===== config.mk =====
export PLATFORM = sky130hd
export DESIGN_NAME = downcounter_reload_flat
export DESIGN_NICKNAME = d
export VERILOG_FILES = /design/src/rtl/downcounter_reload_if.sv /design/src/rtl/downcounter_reload.sv /design/src/flat_wrapper.sv
export SDC_FILE = /design/constraint.sdc
export NUM_CORES = 1
export LEC_CHECK = 0
export BUFFER_PORTS_ARGS = -buffer_cell sky130_fd_sc_hd__clkbuf_2
export CAP_MARGIN = 20
export CORE_AREA = 2 2 39 41
export CTS_CLUSTER_SIZE = 30
export DETAILED_ROUTE_END_ITERATION = 10
export DIE_AREA = 0 0 41 43
export GPL_ROUTABILITY_DRIVEN = 0
export GPL_TIMING_DRIVEN = 1
export PLACE_DENSITY = 0.77
export SYNTH_ARGS = -nofsm -noshare
export SYNTH_HDL_FRONTEND = slang
export SYNTH_SLANG_ARGS = --single-unit

===== constraint.sdc =====
create_clock -name clk -period 1.8 [get_ports clk]
set_clock_uncertainty 0.1 [all_clocks]
set_input_delay 0.09 -clock clk [delete_from_list [all_inputs] [get_ports clk]]
set_output_delay 0.09 -clock clk [all_outputs]
set_load 0.005 [all_outputs]

===== src/rtl/downcounter_reload_if.sv =====
// Control/status bundle for downcounter_reload.
// master: drives load, load_val, en, auto_reload; samples count, tc, busy, done.
// slave : the counter itself.
interface downcounter_reload_if #(
    parameter int unsigned WIDTH = 3
);
    logic             load;
    logic [WIDTH-1:0] load_val;
    logic             en;
    logic             auto_reload;
    logic [WIDTH-1:0] count;
    logic             tc;
    logic             busy;
    logic             done;

    modport master (
        output load, load_val, en, auto_reload,
        input  count, tc, busy, done
    );

    modport slave (
        input  load, load_val, en, auto_reload,
        output count, tc, busy, done
    );
endinterface


===== src/rtl/downcounter_reload.sv =====
// Loadable down counter with terminal-count pulse and optional auto-reload.
// Ports:
//   clk  - rising-edge clock
//   rst  - synchronous active-high reset
//   bus  - downcounter_reload_if.slave:
//          load/load_val (start value), en (count enable), auto_reload,
//          count (registered), tc (one-cycle pulse), busy (RUN), done (DONE)
module downcounter_reload #(
    parameter int unsigned WIDTH     = 3,
    parameter int unsigned RESET_VAL = 7
) (
    input  logic                  clk,
    input  logic                  rst,
    downcounter_reload_if.slave   bus
);
    localparam logic [WIDTH-1:0] LP_RST_VAL = WIDTH'(RESET_VAL);

    typedef enum logic [1:0] {
        ST_IDLE = 2'd0,
        ST_RUN  = 2'd1,
        ST_DONE = 2'd2
    } state_t;

    state_t           r_state;
    logic [WIDTH-1:0] r_count;
    logic [WIDTH-1:0] r_reload;
    logic             r_tc;

    state_t           w_state_nxt;
    logic [WIDTH-1:0] w_count_nxt;
    logic [WIDTH-1:0] w_reload_nxt;
    logic             w_tc_nxt;

    // State and datapath registers
    always_ff @(posedge clk) begin
        if (rst) begin
            r_state  <= ST_IDLE;
            r_count  <= LP_RST_VAL;
            r_reload <= LP_RST_VAL;
            r_tc     <= 1'b0;
        end else begin
            r_state  <= w_state_nxt;
            r_count  <= w_count_nxt;
            r_reload <= w_reload_nxt;
            r_tc     <= w_tc_nxt;
        end
    end

    // Next-state and datapath; load overrides all per-state behaviour
    always_comb begin
        w_state_nxt  = r_state;
        w_count_nxt  = r_count;
        w_reload_nxt = r_reload;
        w_tc_nxt     = 1'b0;

        if (bus.load) begin
            w_count_nxt  = bus.load_val;
            w_reload_nxt = bus.load_val;
            w_state_nxt  = (bus.load_val != '0) ? ST_RUN : ST_DONE;
        end else begin
            unique case (r_state)
                ST_IDLE: begin
                    if (bus.en) begin
                        w_state_nxt = ST_RUN;
                    end
                end
                ST_RUN: begin
                    if (bus.en) begin
                        if (r_count != '0) begin
                            w_count_nxt = r_count - WIDTH'(1);
                        end else begin
                            // Terminal edge: zero has already been visible for a cycle
                            w_tc_nxt = 1'b1;
                            if (bus.auto_reload) begin
                                w_count_nxt = r_reload;
                            end else begin
                                w_state_nxt = ST_DONE;
                            end
                        end
                    end
                end
                ST_DONE: begin
                    w_count_nxt = '0;
                end
                default: begin
                    w_state_nxt = ST_IDLE;
                end
            endcase
        end
    end

    assign bus.count = r_count;
    assign bus.tc    = r_tc;
    assign bus.busy  = (r_state == ST_RUN);
    assign bus.done  = (r_state == ST_DONE);
endmodule

===== src/flat_wrapper.sv =====
// flat-port wrapper written by rule: the top's interface ports become plain ports
module downcounter_reload_flat 
#(
    parameter int unsigned WIDTH     = 3,
    parameter int unsigned RESET_VAL = 7
)
  (clk, rst, bus_load, bus_load_val, bus_en, bus_auto_reload, bus_count, bus_tc, bus_busy, bus_done);
  downcounter_reload_if #(.WIDTH(WIDTH)) bus_i ();
  input  logic clk;
  input  logic rst;
  input wire logic [$bits(bus_i.load)-1:0] bus_load;
  input wire logic [$bits(bus_i.load_val)-1:0] bus_load_val;
  input wire logic [$bits(bus_i.en)-1:0] bus_en;
  input wire logic [$bits(bus_i.auto_reload)-1:0] bus_auto_reload;
  output wire logic [$bits(bus_i.count)-1:0] bus_count;
  output wire logic [$bits(bus_i.tc)-1:0] bus_tc;
  output wire logic [$bits(bus_i.busy)-1:0] bus_busy;
  output wire logic [$bits(bus_i.done)-1:0] bus_done;
  assign bus_i.load = bus_load;
  assign bus_i.load_val = bus_load_val;
  assign bus_i.en = bus_en;
  assign bus_i.auto_reload = bus_auto_reload;
  assign bus_count = bus_i.count;
  assign bus_tc = bus_i.tc;
  assign bus_busy = bus_i.busy;
  assign bus_done = bus_i.done;
  downcounter_reload #(.WIDTH(WIDTH), .RESET_VAL(RESET_VAL)) u_core (.clk(clk), .rst(rst), .bus(bus_i));
endmodule

-- Word-level counts from Yosys, hierarchy flattened
Index checks and enable logic that the tools add are counted.
- flip-flop bits (word level): 9
- output and inout port bits: 6
- input port bits: 8
- word-level logic and storage cells: 35
- muxes and demuxes: 13
- bitwise gates (word level): 2
- equal/unequal tests: 8
- reduce and logical (&&, ||, !) cells: 7
- $add $sub $neg: 1
- operators with widths (operator ; count):
    2-bit two-way mux ; 6
    3-bit two-way mux ; 4
    3-bit != test, second input constant ; 4
    3-bit nonzero test ; 3
    2-bit case mux with 3 select lines ; 1
    3-bit case mux with 2 select lines ; 1
    5-bit AND reduction ; 1
    4-bit by 3-bit != test with 1-bit output, second input constant ; 1
    4-bit OR reduction ; 1
    3-bit AND reduction ; 1
    3-bit by 1-bit subtractor with 3-bit output, second input constant ; 1
    2-bit by 1-bit equality test with 1-bit output, second input constant ; 1
    2-bit equality test, second input constant ; 1
    2-bit zero test ; 1
    2-bit != test, second input constant ; 1
    1-bit NOT ; 2
    1-bit two-way mux ; 1

-- Logic depth before layout (Yosys ltp)
- depth after elaboration: 5
- gate-level depth with buffers: 6
- depth with buffers taken out: 6

-- Least setup slack after synthesis
No wires, ideal clock.
- kind: register to register
- start point: register u_core.r_count[0] (netlist: u_core.bus.count[0])
- end point: register u_core.r_count[2] (netlist: u_core.bus.count[2])
- path slack: 0.066 ns
- stages on the path, launching flop included: 7
- library setup time: 0.122 ns
- buffers on the path: 0
- period minus slack after synthesis: 1.734 ns
- arrival: 1.512 ns
- path through: dfxtp_1 inv_1 ha_1 or3b_4 nand4b_4 a22oi_2 a311o_1
- word-level cells in the longest chain between the ends: 5
- ends and longest elaborated chain (element ; line ; source):
    start: declaration ; downcounter_reload.sv:25 ; logic [WIDTH-1:0] r_count;
    start signal: assignment ; downcounter_reload.sv:43 ; r_count <= w_count_nxt;
    3-bit by 1-bit subtractor with 3-bit output / 3-bit nonzero test (equally long branches) ; downcounter_reload.sv:70, downcounter_reload.sv:69 ;
    3-bit two-way mux ; downcounter_reload.sv:69 ; if (r_count != '0) begin
    3-bit two-way mux ; downcounter_reload.sv:68 ; if (bus.en) begin
    3-bit case mux with 2 select lines ; downcounter_reload.sv:61 ; unique case (r_state)
    3-bit two-way mux ; downcounter_reload.sv:56 ; if (bus.load) begin
Parallel ways exist; a longest one is shown, timed or not. The select of a mux whose other input is x is not followed.
A chain may end at the register's enable or synchronous reset.

-- Worst setup path in the final report
- start point: register u_core.r_count[1] (netlist: u_core.bus.count[1])
- end point: register u_core.r_count[2] (netlist: u_core.bus.count[2])
The elaborated chain is that of the path after synthesis.

==> results.sh <==
export IMPL_status="complete, no violations"
export IMPL_setup_violations=0
export IMPL_p_leak_nw=0.294
export IMPL_syn_area_sq_um=537
export IMPL_cts_root_buffer="clkbuf_4"
export IMPL_cts_sinks=9
export IMPL_peakVddDrop_mv=0.306
export IMPL_synth_compound_area_share=0.219
export IMPL_drc=0
export IMPL_gr_usage_all_layers=0.153
export IMPL_synth_xor_area_frac=0
export IMPL_critical_path_required_ns=1.85
export IMPL_synth_area_per_cell_sq_um=9.10
export IMPL_hold_worst_slack_ns=0.00590
export IMPL_wl_um=1150
export IMPL_n_antenna_cell=0
export IMPL_yosys_warnings=0
export IMPL_ys_ff_latch=9
export IMPL_num_vias=502
export IMPL_grt_max_degree=18
export IMPL_drt_iter0_markers=8
export IMPL_htreeDepth=1
export IMPL_routedWlPerCell_um=12.5
export IMPL_ys_types=29
export IMPL_max_slew_margin_rel=0.758
export IMPL_timing_rr_start="u_core.bus.count[1]"
export IMPL_power_density_mw_per_mm2=736
export IMPL_die_w_um=41
export IMPL_fmax_mhz=582
export IMPL_ys_seq_area_frac=0.336
export IMPL_synth_edff_count=0
export IMPL_drive_gt1_frac=0.303
export IMPL_postRouteAntennaNets=0
export IMPL_reg2regPathDepth=6
export IMPL_period_minus_slack_ns=1.72
export IMPL_die_h_um=43
export IMPL_dp_hpwl_um=816
export IMPL_multi_input_area_sq_um=337
export IMPL_hp_start="bus_load_val[1]"
export IMPL_grt_ovfl_total=0
export IMPL_cts_tree="yes"
export IMPL_antenna_found_initial=0
export IMPL_synthMuxAreaShare=0.0583
export IMPL_n_fill_cell=145
export IMPL_grt_pass1_vias=416
export IMPL_design_area_sq_um=674
export IMPL_num_io_pins=14
export IMPL_firstDrtPassIters=4
export IMPL_min_to="u_core.r_reload[1]"
export IMPL_synthAdderAreaFrac=0.0466
export IMPL_yosys_area_share_simple=0.277
export IMPL_floorplan_initialDensity=0.388
export IMPL_cts_buffers=3
export IMPL_grt_pass1_wl_um=1810
export IMPL_ys_flop_type="dfxtp_1"
export IMPL_synth_cells=59
export IMPL_async_flop_share=0
export IMPL_synth_top_family_by_area="simple AND/OR/NAND/NOR gates"
export IMPL_area_growth_pct=25.6
export IMPL_place_area_sq_um=614
export IMPL_hold_class="primary input to flop"
export IMPL_nNetsFinal=87
export IMPL_syn_nets=69
export IMPL_min_period_over_period=0.954
export IMPL_fp_coreArea_sq_mm=0.00138
export IMPL_seqCellArea_sq_um=180
export IMPL_port_buffers=13
export IMPL_finalHoldViolations=0
export IMPL_worstPathMaxFanout=5
export IMPL_hold_depth=3
export IMPL_clockBufferDepth=2
export IMPL_tightest_slew_ns=0.361
export IMPL_end_kind="flop"
export IMPL_finalMaxSlewViolations=0
export IMPL_clk_latency_ns=0.26
export IMPL_maxCapViolCount=0
export IMPL_reg2reg_slack_ns=0.08
export IMPL_clk_pin_slew_ns=0.06
export IMPL_arrival_ns=1.76
export IMPL_grt_setup_unrepaired="no"
export IMPL_regToRegEndpoint="u_core.bus.count[2]"
export IMPL_dieArea_sq_mm=0.00176
export IMPL_worstSetupPathType="flop to flop"
export IMPL_avgViaCountPerCell=5.46
export IMPL_rows=14
export IMPL_start_kind="flop"
where the power goes:
group	switching [mW]	leakage, nW	internal [mW]
registers	0.0126	0.0748	0.214
clock network	0.0759	0.0150	0.0855
logic	0.0547	0.204	0.0533
total	0.143	0.294	0.353
cell type report:
class | count | share of cell area
Multi-Input combinational cell | 42 | 0.499
Inverter | 5 | 0.0278
Clock buffer | 4 | 0.0390
Timing Repair Buffer | 16 | 0.137
Tap cell | 16 | 0.0297
Sequential cell | 9 | 0.267
cells in the final DEF, fill, tap and decap left out, drive strengths merged, types with 3 or more instances in the layout:
cell,instances
a21oi,4
clkbuf,17
dfxtp,9
inv,5
nor2,3
nor2b,3
o21ai,5
per-stage QoR:
stage | setup TNS, ns | worst slack (ns) | util | instances | total power [mW]
floorplan | 0 | 0.0659 | - | 59 | 0.295
global placement | 0 | 0.0407 | 0.444 | 86 | 0.328
detailed placement | -0.0149 | -0.0149 | 0.444 | 86 | 0.330
CTS | 0 | 0.00689 | 0.479 | 92 | 0.496
global route | 0 | 0.0160 | 0.487 | 92 | 0.529
finish | 0 | 0.0827 | 0.487 | 92 | 0.496
kinds of logic after synthesis:
family | count (synthesis)
AO/OA/AOI/OAI | 17
adder cells (fa/ha/maj) | 2
buffers and inverters | 8
flip-flops | 9
multiplexers | 3
AND/OR/NAND/NOR | 20
critical path, stage by stage (launching register included):
cell      delay [ns]
dfxtp_1         0.33
inv_2           0.09
ha_4            0.15
or3b_4          0.41
nand4b_4        0.13
a22oi_2         0.08
a311o_1         0.32
cell usage after synthesis, drive strengths merged (2+ instances only):
| master | n | area, sq um |
|---|---|---|
| a211o | 2 | 17.5 |
| a211oi | 2 | 15.0 |
| a21oi | 4 | 20.0 |
| clkbuf | 2 | 7.51 |
| dfxtp | 9 | 180 |
| ha | 2 | 25.0 |
| inv | 5 | 18.8 |
| mux2i | 2 | 20.0 |
| nand2b | 2 | 12.5 |
| nand4b | 2 | 32.5 |
| nor2 | 3 | 11.3 |
| nor2b | 3 | 18.8 |
| nor3 | 2 | 10.0 |
| o21ai | 5 | 25.0 |
repair_timing:
action / 4_1_cts / 5_1_grt
gates resized for setup: 1 / 4
pin swaps: 0 / 1
hold endpoints to repair: 2 / 0
setup buffers: 0 / 0
endpoints found under the setup margin: 1 / 2
hold buffers: 2 / 0
state kept, by name, summed over array words and instances, names as in the netlist:
register / flops
u_core.bus.count: 3
u_core.bus.tc: 1
u_core.r_reload: 3
u_core.r_state: 2
per-layer routing:
| layer | global-route usage | share of wire | vias up |
|---|---|---|---|
| met5 | 0 | 0 | - |
| met4 | 0.100 | 0.018 | 0 |
| met3 | 0.0471 | 0.034 | 4 |
| met2 | 0.197 | 0.45 | 14 |
| met1 | 0.210 | 0.50 | 226 |
| li1 | - | - | 258 |
worst max path at each step:
stage	startpoint	end	slack, ns
final	u_core.bus.count[1]	u_core.bus.count[2]	0.08
after global routing	u_core.bus.count[0]	u_core.bus.count[2]	0.02
after CTS	u_core.bus.count[0]	u_core.bus.count[2]	0.007
after detailed placement	u_core.bus.count[0]	u_core.bus.count[2]	-0.01
after global placement	u_core.bus.count[0]	u_core.bus.count[2]	0.04
after floorplan	u_core.bus.count[0]	u_core.bus.count[2]	0.07
No activity file was read; power rests on OpenSTA's default activity.
